`src/rtl/wake_ctrl_pkg.sv`:
```
// Shared types and constants for the wake-word session controller.
package wake_ctrl_pkg;

  typedef enum logic [2:0] {
    StFlush,
    StIdle,
    StCheck,
    StCapture,
    StDeliver
  } state_e;

  // Matches the recognizer history depth so one flush fully clears it.
  localparam int unsigned FLUSH_LEN = 5;
  localparam logic [6:0]  NUL_CHAR  = 7'h00;
  localparam int unsigned FlushCntW = $clog2(FLUSH_LEN);

endpackage

```
`src/rtl/wake_cmd_buf.sv`:
```
// Command character buffer: register array, one write port, combinational read port.
module wake_cmd_buf #(
  parameter int unsigned Depth = 16,
  parameter int unsigned AddrW = $clog2(Depth)
) (
  input  logic             clk_i,
  input  logic             we_i,
  input  logic [AddrW-1:0] waddr_i,
  input  logic [6:0]       wdata_i,
  input  logic [AddrW-1:0] raddr_i,
  output logic [6:0]       rdata_o
);

  logic [6:0] mem_q [Depth];

  // Contents are never reset; the controller's length/read pointer gate every read.
  always_ff @(posedge clk_i) begin
    if (we_i) begin
      mem_q[waddr_i] <= wdata_i;
    end
  end

  assign rdata_o = mem_q[raddr_i];

endmodule

```
`src/rtl/wake_session_ctrl.sv`:
```
// Sequences the wake-word recognizer, captures the command after a hit and streams it out.
module wake_session_ctrl
  import wake_ctrl_pkg::*;
#(
  parameter int unsigned CMD_DEPTH = 16,
  parameter int unsigned TIMEOUT   = 1000,
  parameter logic [6:0]  TERM_CHAR = 7'h0D
) (
  input  logic       clk,
  input  logic       rst_n,
  input  logic       char_valid,
  input  logic [6:0] char_data,
  output logic       char_ready,
  output logic [6:0] rec_ascii,
  output logic       rec_shift,
  input  logic       rec_match,
  output logic       cmd_valid,
  output logic [6:0] cmd_data,
  output logic       cmd_last,
  input  logic       cmd_ready,
  output logic       session_active,
  output logic       tmo_pulse
);

  localparam int unsigned LenW = $clog2(CMD_DEPTH + 1);
  localparam int unsigned RdW  = $clog2(CMD_DEPTH);
  localparam int unsigned TmrW = $clog2(TIMEOUT);

  state_e                 state_q, state_d;
  logic [LenW-1:0]        len_q, len_d;
  logic [RdW-1:0]         rd_q, rd_d;
  logic [TmrW-1:0]        tmr_q, tmr_d;
  logic [FlushCntW-1:0]   fcnt_q, fcnt_d;
  logic                   buf_we;
  logic [6:0]             buf_rdata;

  wake_cmd_buf #(
    .Depth (CMD_DEPTH),
    .AddrW (RdW)
  ) u_cmd_buf (
    .clk_i   (clk),
    .we_i    (buf_we),
    .waddr_i (len_q[RdW-1:0]),
    .wdata_i (char_data),
    .raddr_i (rd_q),
    .rdata_o (buf_rdata)
  );

  always_comb begin
    state_d        = state_q;
    len_d          = len_q;
    rd_d           = rd_q;
    tmr_d          = tmr_q;
    fcnt_d         = fcnt_q;
    buf_we         = 1'b0;
    char_ready     = 1'b0;
    rec_ascii      = NUL_CHAR;
    rec_shift      = 1'b0;
    cmd_valid      = 1'b0;
    cmd_data       = NUL_CHAR;
    cmd_last       = 1'b0;
    session_active = 1'b0;
    tmo_pulse      = 1'b0;

    // Outputs fall to their idle values the moment reset asserts, not at the next edge.
    if (rst_n) begin
      unique case (state_q)
        StFlush: begin
          rec_shift = 1'b1;
          if (fcnt_q == FlushCntW'(FLUSH_LEN - 1)) begin
            fcnt_d  = '0;
            state_d = StIdle;
          end else begin
            fcnt_d = fcnt_q + FlushCntW'(1);
          end
        end

        StIdle: begin
          char_ready = 1'b1;
          if (char_valid) begin
            rec_ascii = char_data;
            rec_shift = 1'b1;
            state_d   = StCheck;
          end
        end

        StCheck: begin
          if (rec_match) begin
            state_d = StCapture;
            len_d   = '0;
            tmr_d   = '0;
          end else begin
            state_d = StIdle;
          end
        end

        StCapture: begin
          session_active = 1'b1;
          char_ready     = 1'b1;
          if (char_valid) begin
            tmr_d = '0;
            if (char_data == TERM_CHAR) begin
              state_d = (len_q != '0) ? StDeliver : StFlush;
              rd_d    = '0;
            end else begin
              buf_we = 1'b1;
              len_d  = len_q + LenW'(1);
              if (len_q == LenW'(CMD_DEPTH - 1)) begin
                state_d = StDeliver;
                rd_d    = '0;
              end
            end
          end else if (tmr_q == TmrW'(TIMEOUT - 1)) begin
            tmo_pulse = 1'b1;
            state_d   = (len_q != '0) ? StDeliver : StFlush;
            rd_d      = '0;
          end else begin
            tmr_d = tmr_q + TmrW'(1);
          end
        end

        StDeliver: begin
          cmd_valid = 1'b1;
          cmd_data  = buf_rdata;
          cmd_last  = (LenW'(rd_q) == len_q - LenW'(1));
          if (cmd_ready) begin
            if (cmd_last) begin
              state_d = StFlush;
            end else begin
              rd_d = rd_q + RdW'(1);
            end
          end
        end

        default: state_d = StFlush;
      endcase
    end
  end

  always_ff @(posedge clk or negedge rst_n) begin
    if (!rst_n) begin
      state_q <= StFlush;
      len_q   <= '0;
      rd_q    <= '0;
      tmr_q   <= '0;
      fcnt_q  <= '0;
    end else begin
      state_q <= state_d;
      len_q   <= len_d;
      rd_q    <= rd_d;
      tmr_q   <= tmr_d;
      fcnt_q  <= fcnt_d;
    end
  end

endmodule

```
`config.mk`:
```
export PLATFORM = sky130hd
export DESIGN_NAME = wake_session_ctrl
export DESIGN_NICKNAME = d
export VERILOG_FILES = /design/src/rtl/wake_ctrl_pkg.sv /design/src/rtl/wake_cmd_buf.sv /design/src/rtl/wake_session_ctrl.sv
export SDC_FILE = /design/constraint.sdc
export NUM_CORES = 1
export LEC_CHECK = 0
export CELL_PAD_IN_SITES_DETAIL_PLACEMENT = 1
export CELL_PAD_IN_SITES_GLOBAL_PLACEMENT = 1
export CORE_UTILIZATION = 40
export CTS_CLUSTER_SIZE = 30
export DETAILED_ROUTE_END_ITERATION = 10
export GPL_TIMING_DRIVEN = 0
export MAX_ROUTING_LAYER = met4
export PLACE_DENSITY = 0.75
export RECOVER_POWER = 25
export SYNTH_ARGS = -nofsm -noshare
export SYNTH_HDL_FRONTEND = slang
export SYNTH_SLANG_ARGS = --single-unit
export TNS_END_PERCENT = 5
```
`constraint.sdc`:
```
create_clock -name clk -period 7.3 [get_ports clk]
set_clock_uncertainty 0.05 [all_clocks]
set_input_delay 1.46 -clock clk [delete_from_list [all_inputs] [get_ports clk]]
set_output_delay 1.46 -clock clk [all_outputs]
set_load 0.01 [all_outputs]
```
==> flow_metrics.env <==
export IMPL_clkTransAtPathRegs_ns=0.06
export IMPL_io_pins=32
export IMPL_r2r_cells=6
export IMPL_hold_start="fcnt_q[2]$_DFFE_PN0P_"
export IMPL_cts_resized=0
export IMPL_status="finished with violations"
export IMPL_synthToLayoutAreaGrowth_pct=17.9
export IMPL_period_needed_ns=5.87
export IMPL_slowest_delay_ns=1.15
export IMPL_syn_num_nets=415
export IMPL_final_cells=640
export IMPL_p_leak_nw=2.46
export IMPL_path_max_fanout=28
export IMPL_critical_path_top_delay_family="buffers and inverters"
export IMPL_rsz0062_at_grt="false"
export IMPL_die_w_um=126
export IMPL_slowest_stage="clkbuf_1"
export IMPL_globalRouteMet2Util_pct=30.6
export IMPL_hold_viol=0
export IMPL_cp_arrival_ns=4.36
export IMPL_post_drt_wl_per_cell_um=22.1
export IMPL_portBuffers=30
export IMPL_cts_root_buf="clkbuf_16"
export IMPL_dr_total_vias=3608
export IMPL_worst_setup_path_end_kind="output pin"
export IMPL_hold_buffers=0
export IMPL_grt_usage_pct=20.1
export IMPL_hold_depth=1
export IMPL_fmax_ghz=0.170
export IMPL_grt_ovfl_total=0
export IMPL_power_density_mw_per_mm2=345
export IMPL_failed_checks="capacitance limit, slew limit"
export IMPL_synth_area_mm2=0.00614
export IMPL_worstSkewPairLatency_ns=0.42
export IMPL_cp_start_kind="input port"
export IMPL_ys_flop_type="edfxtp_1"
export IMPL_stdcell_area_mm2=0.00724
export IMPL_placed_cell_area_mm2=0.00669
export IMPL_post_cts_buffers=0
export IMPL_relSlewSlack_pct=-8.43
export IMPL_cts_sinks=137
export IMPL_antenna_cells=0
export IMPL_drt_iter0_markers=197
export IMPL_wirelength_um=14100
export IMPL_tightest_slew_ns=1.63
export IMPL_async_flop_share_pct=18.2
export IMPL_nFillCells=1443
export IMPL_setup_viol=0
export IMPL_viasPerCell=5.64
export IMPL_criticalPathCategory="in2out"
export IMPL_dp_hpwl_um=9370
export IMPL_grt_max_degree=29
export IMPL_hp_class="reg2reg"
export IMPL_use_met1_pct=27.0
export IMPL_h_tree_depth=4
export IMPL_final_util_pct=49.1
export IMPL_worstReg2RegEnd="u_cmd_buf.mem_q[11][6]$_DFFE_PP_"
export IMPL_die_y_um=126
export IMPL_avgSynthCellArea_um2=15.6
export IMPL_drv_cap=1
export IMPL_antenna_found_initial=0
export IMPL_placementRows=44
export IMPL_coreArea_mm2=0.0148
export IMPL_dp_cells=609
export IMPL_min_to="fcnt_q[2]$_DFFE_PN0P_"
export IMPL_ff2ff_setup_slack_ns=4.43
export IMPL_drt_first_pass_iters=4
export IMPL_grt_pass1_wl_um=22400
export IMPL_finalSetupTns_ns=0
export IMPL_synth_edf_count=112
export IMPL_drv_slew=29
export IMPL_seq_area_frac_synth_pct=64.9
export IMPL_initial_core_util_pct=41.6
export IMPL_final_common_cell="edfxtp_1"
export IMPL_grt_pass1_vias=3856
export IMPL_grt_met3_usage_pct=3.57
export IMPL_finalCritPeriodShare_pct=80.4
export IMPL_crit_chain="clkbuf_1 -> nor2b_1 -> nor3b_1 -> or2_1 -> clkdlybuf4s50_1"
export IMPL_yosysWarningCount=0
export IMPL_cts_buffers_inserted=17
export IMPL_dieArea_mm2=0.0159
export IMPL_peakVddDrop_uv=210
export IMPL_cts_tree="yes"
export IMPL_drtAntennaViolNets=0
export IMPL_drcViolationCount=0
export IMPL_drive_above_1_share_pct=16.4
export IMPL_final_cell_mix="edfxtp_1, mux4_2, clkdlybuf4s50_1, o21ai_1, dfrtp_1"
export IMPL_crit_buf_inv=2
export IMPL_synth_seq_cells=137
export IMPL_syn_inst=394
export IMPL_grt_busiest_layer="met2"
export IMPL_max_clock_path_buffers=2
export IMPL_layout_nets=465
export IMPL_timing_rr_start="state_q[2]$_DFFE_PN0P_"
export IMPL_gp_congestion=0.800
export IMPL_synth_cell_types=56
export IMPL_cp_required_ns=5.79
## cells by family (layout without fill, tap and decap cells)
family                   Yosys count  count (layout)  synth area share, %
adder cells (fa/ha/maj)            9               9                 1.83
AO/OA/AOI/OAI                     52              52                 5.78
multiplexers                      37              37                 13.2
AND/OR/NAND/NOR                  122             122                 11.3
XOR/XNOR                           5               5                0.713
buffers and inverters             32              94                 2.28
flip-flops                       137             137                 64.9
## sequential cells by signal (all words and copies together), names as in the netlist
name and cells:
len_q 5, rd_q 4, u_cmd_buf.mem_q 112, fcnt_q 3, tmr_q 10, state_q 3
## metrics by stage
| step | total power [W] | setup WS, ns | hold WS, ns |
|---|---|---|---|
| finish | 0.00250 | 1.43 | 0.433 |
| global route | 0.00262 | 1.06 | 0.458 |
| CTS | 0.00252 | 1.13 | 0.437 |
| detailed placement | 0.00170 | 1.14 | 0.428 |
| global placement | 0.00168 | 1.20 | 0.425 |
| floorplan | 0.00148 | 3.38 | 0.394 |
## layer usage
metal | up-vias | routed length (um)
met1 | 1872 | 6380
met3 | 11 | 738
li1 | 1641 | -
met5 | - | 0
met4 | 0 | 167
met2 | 84 | 6850
## synthesized netlist by cell type, drive strengths merged, types with 2 or more instances
| cell | number | area share, % |
|---|---|---|
| a21oi | 2 | 0.16 |
| a31oi | 3 | 0.31 |
| and2 | 20 | 2.0 |
| and3 | 10 | 1.0 |
| and3b | 3 | 0.43 |
| buf | 8 | 0.81 |
| clkbuf | 15 | 0.92 |
| dfrtp | 25 | 10 |
| edfxtp | 112 | 55 |
| ha | 9 | 1.8 |
| inv | 9 | 0.55 |
| mux4 | 35 | 13 |
| nand2 | 23 | 1.4 |
| nand2b | 4 | 0.41 |
| nand3 | 11 | 0.90 |
| nand3b | 2 | 0.24 |
| nand4 | 4 | 0.41 |
| nand4b | 2 | 0.29 |
| nor2 | 16 | 1.0 |
| nor2b | 10 | 1.0 |
| nor3 | 4 | 0.33 |
| nor3b | 3 | 0.37 |
| o211ai | 6 | 0.81 |
| o21ai | 27 | 2.2 |
| or2 | 2 | 0.20 |
| or4b | 2 | 0.39 |
| xnor2 | 5 | 0.71 |
## worst reg2reg max path, delay by kind of cell (launching register included)
family                 cells  cell delay, ns
buffers and inverters      1            0.20
flip-flops                 1            0.36
AND/OR/NAND/NOR            5            1.87
## area by class of cell
type | instances | area [um2] | share of cell area, %
Clock buffer | 20 | 437 | 6.03
Inverter | 9 | 33.8 | 0.467
Tap cell | 184 | 230 | 3.18
Sequential cell | 137 | 3990 | 55.1
Clock inverter | 11 | 123 | 1.69
Timing Repair Buffer | 31 | 302 | 4.16
Buffer | 23 | 106 | 1.47
Multi-Input combinational cell | 225 | 2020 | 27.9
## how the worst max path moves through the flow
| stage | from | endpoint | depth (start not counted) |
|---|---|---|---|
| final | rst_n | rec_shift | 5 |
| after global routing | rst_n | rec_shift | 5 |
| after CTS | rst_n | rec_shift | 5 |
| after detailed placement | rst_n | rec_shift | 5 |
| after global placement | rst_n | rec_shift | 5 |
| after floorplan | rst_n | rec_ascii[0] | 5 |
## power by group
part	switching (W)	internal [W]	total, W
registers	0.0000369	0.000889	0.000926
clock network	0.000318	0.000501	0.000819
logic	0.000396	0.000356	0.000753
total	0.000752	0.00175	0.00250
(Power assumes the default switching activity.)
==> RTL edit 1 (config.mk and constraints unchanged) <==
Take the reset off `rd_q` and load it in a clocked block of its own.
--- a/src/rtl/wake_session_ctrl.sv
+++ b/src/rtl/wake_session_ctrl.sv
@@ -142,5 +142,4 @@
       state_q <= StFlush;
       len_q   <= '0;
-      rd_q    <= '0;
       tmr_q   <= '0;
       fcnt_q  <= '0;
@@ -148,5 +147,4 @@
       state_q <= state_d;
       len_q   <= len_d;
-      rd_q    <= rd_d;
       tmr_q   <= tmr_d;
       fcnt_q  <= fcnt_d;
@@ -154,4 +152,8 @@
   end
 
+  always_ff @(posedge clk) begin
+    rd_q <= rd_d;
+  end
+
 endmodule
 
Behaviour: no difference found for any inputs over 10 cycles, from zero or initial values and one cycle with rst_n low; that may be too few to reach the edited logic, so the function may still have changed.
==> RTL edit 1 against the unedited design <==
  * Global-route usage down 0.23 points
  * Final cell count up 1.7%
  * Design area up 1.7%
  * Routed wire length up 0.59%
  * Worst setup slack worse by 0.050 ns
  * Sequential cell count up 4
  * Non-clock buffer count down 6
  * Area after synthesis up 1.2%
  * Highest routed layer unchanged
  * Core utilization down 0.66 points
Power is not compared: it rests on default switching activity, and its combinational part moved more than twofold at a synthesized area within 25%.
==> RTL edit 1: results (changes against the unedited design) <==
[final_layout]
final_nets=471  ; +1.3%
synthToLayoutAreaGrowth_pct=18.4
design_area_mm2=0.00736  ; +1.7%

[placed_design]
gp_congestion=0.785  ; -1.9%
dp.cells=619  ; +1.6%
place_area_mm2=0.00676  ; +1.1%
place_hpwl_um=9740  ; +4.0%

[routing]
drtIter0Drc=186  ; -5.6%
wl_um=14200  ; +0.59%
route.met3.wl_um=380  ; -49%
wirelength_met1_um=6370  ; -0.25%
vias=3649  ; +1.1%

[synthesis]
synthCells=400  ; +1.5%
async_flop_share_pct=14.9  ; -3.4 points
synth_fp_nets=421  ; +1.4%
synthMuxAreaShare_pct=12.4  ; -0.82 points
ys_top_cells_by_count=edfxtp_1 (116), mux4_2 (28), nor2_1 (25)
synth-edff-count=116  ; +3.6%
synth_compound_area_share_pct=8.09  ; +2.3 points
ys_seq_area_share_pct=65.8  ; +0.85 points

[global_route]
grt_pass1_wl_um=22500  ; +0.34%
grt_pass1_vias=3941  ; +2.2%
grt_use_met1_pct=24.3  ; -2.7 points

[run_status]
status=completed

[worst_setup_path]
arrival_ns=4.41  ; +0.05 ns
path_max_fanout=26  ; -7.1%

[timing]
slew-limit-headroom_pct=18.9  ; +27 points

[RTL edit 1: changes by cell type after synthesis, sizes merged, moves of 7 or more]
cell and change:
a211oi +14, and2 -9, nor2 +9, and3 -8, o21ai -8, clkbuf -7, mux4 -7
[RTL edit 1: worst max-delay path: cells and delay by family]
| family | cells | cell delay (ns) |
|---|---|---|
| and+or+nand+nor | 3 | 1.10 |
| buffers and inverters | 2 | 1.83 |
[RTL edit 1: kinds of logic (layout without fill, tap and decap cells)]
logic type,count (synthesis),in the layout
adders and majority gates,9,9
AOI/OAI and AO/OA,66,66
buffers and inverters,29,92
xor gates and xnor gates,7,7
DFF,141,141
muxes,40,40
and+or+nand+nor,108,108
[RTL edit 1: area by class of cell]
type	instances	area, um2
Buffer	17	78.8
Tap cell	188	235
Sequential cell	141	4090
Clock inverter	15	175
Clock buffer	17	425
Inverter	12	45.0
Timing Repair Buffer	31	310
Multi-Input combinational cell	230	2000
Fill cell	1500	7840
[RTL edit 1: worst paths after layout]
| path | endpoint | from | slack, ns | cells after the start |
|---|---|---|---|---|
| worst min register to register | tmr_q[9] | tmr_q[9] | 0.44 | 1 |
| worst max register to register | u_cmd_buf.mem_q[1][5] | state_q[0] | 4.19 | 5 |
| max in group asynchronous | len_q[4] | rst_n | 4.84 | 1 |
| worst min-delay path | tmr_q[9] | tmr_q[9] | 0.44 | 1 |
| worst max-delay path | rec_ascii[5] | rst_n | 1.38 | 5 |
| min in group asynchronous | tmr_q[1] | rst_n | 1.63 | 1 |
[RTL edit 1: stage by stage]
step	setup WS [ns]	util, %	power, mW
2_1_floorplan	3.65	-	0.989
5_1_grt	1.07	48.4	1.97
4_1_cts	1.32	48.4	1.93
3_3_place_gp	1.39	44.5	1.04
6_report	1.38	48.4	1.91
3_5_place_dp	1.33	44.5	1.05
==> RTL edit 2 (same flow settings) <==
Without the edit above. Set the package constant `FLUSH_LEN` to 10 (it was 5).
--- a/src/rtl/wake_ctrl_pkg.sv
+++ b/src/rtl/wake_ctrl_pkg.sv
@@ -11,5 +11,5 @@
 
   // Matches the recognizer history depth so one flush fully clears it.
-  localparam int unsigned FLUSH_LEN = 5;
+  localparam int unsigned FLUSH_LEN = 10;
   localparam logic [6:0]  NUL_CHAR  = 7'h00;
   localparam int unsigned FlushCntW = $clog2(FLUSH_LEN);
Formal check against the unedited RTL: not equivalent (a bounded check fails within 10 cycles, from zero or initial values and one cycle with rst_n low).
==> RTL edit 2 against the unedited design <==
  * The run still ends with max-capacitance violations, max-slew violations left
  * Via count down 1.4%
  * Design area rose by 0.38%
  * Sequential cell count is 1 higher
  * Power down 8.6%
  * Count of clock-buffer cells in the layout is the same
  * Clock power grew 9.0%
  * Worst setup slack gained 0.046 ns
  * Die area decreased by 0.29%
  * Combinational power decreased by 39%
  * Routed wire length down 0.21%
  * Area after synthesis shrank 0.29%
  * Critical endpoint is now rec_ascii[0]
  * Largest power group unchanged
  * Highest routed layer unchanged
==> RTL edit 2: results (changes against the unedited design) <==
[global_route]
grt_pass1_vias=3864  ; +0.21%
grt_start_max_net_pins=30  ; +3.4%
grt_pass1_wl_um=22200  ; -0.92%
grt_usage_pct=19.9  ; -0.20 points

[synthesis]
synth_xor_area_share_pct=1.00  ; +0.29 points
synthTopCellsByArea=edfxtp_1 (55%), mux4_2 (13%), dfrtp_1 (11%)
synth_fp_nets=398  ; -4.1%
ys_seq_area_share_pct=65.5  ; +0.59 points
ys_top_cells_by_count=edfxtp_1 (112), mux4_2 (35), dfrtp_1 (26)

[final_layout]
multi_input_cells=211  ; -6.2%
nNonClkBuffers=50  ; -7.4%
buffer_area_share_pct=5.63  ; about the same
fill_cells=1421  ; -1.5%
layout-drive-gt1-share_pct=18.4  ; +1.9 points

[routing]
vias=3557  ; -1.4%
route.met3.wl_um=485  ; -34%

[placed_design]
place_area_mm2=0.00667  ; -0.32%
io_buffers=31  ; +3.3%
place_hpwl_um=9640  ; +2.9%

[timing]
tightestPinTransition_ns=1.62  ; -0.00912 ns
drv_slew=30  ; +3.4%

[run_status]
violations=max-capacitance violations, max-slew violations
status=finished with violations

[pwr]
total_leakage_power_nw=2.53  ; +2.9%
swShare_pct=26.7  ; -3.4 points
p_seq_mw=0.929  ; about the same

[clock_tree]
numClockSinks=138  ; +0.73%

[job]
max_cap_violations=1  ; unchanged

RTL edit 2: changes by cell type in the layout (fill, tap and decap cells not counted), sizes merged, moves of 4 or more:
| cell | change |
|---|---|
| and3 | +10 |
| buf | +4 |
| clkbuf | -9 |
| nand2 | -7 |
| nand3 | -4 |
| nor2 | +4 |
| nor2b | -8 |
| o211ai | -5 |
| o21ai | -11 |
| o31ai | +7 |
RTL edit 2: path summary, 6_finish.rpt:
| kind | start | to | slack, ns | depth (start not counted) |
|---|---|---|---|---|
| setup / recovery | rst_n | rec_ascii[0] | 1.48 | 6 |
| hold / removal | tmr_q[9] | tmr_q[9] | 0.43 | 1 |
| setup reg to reg | state_q[2] | u_cmd_buf.mem_q[14][1] | 4.64 | 5 |
| hold reg to reg | tmr_q[9] | tmr_q[9] | 0.43 | 1 |
| max in group asynchronous | rst_n | len_q[0] | 4.87 | 1 |
| min in group asynchronous | rst_n | tmr_q[2] | 1.39 | 1 |
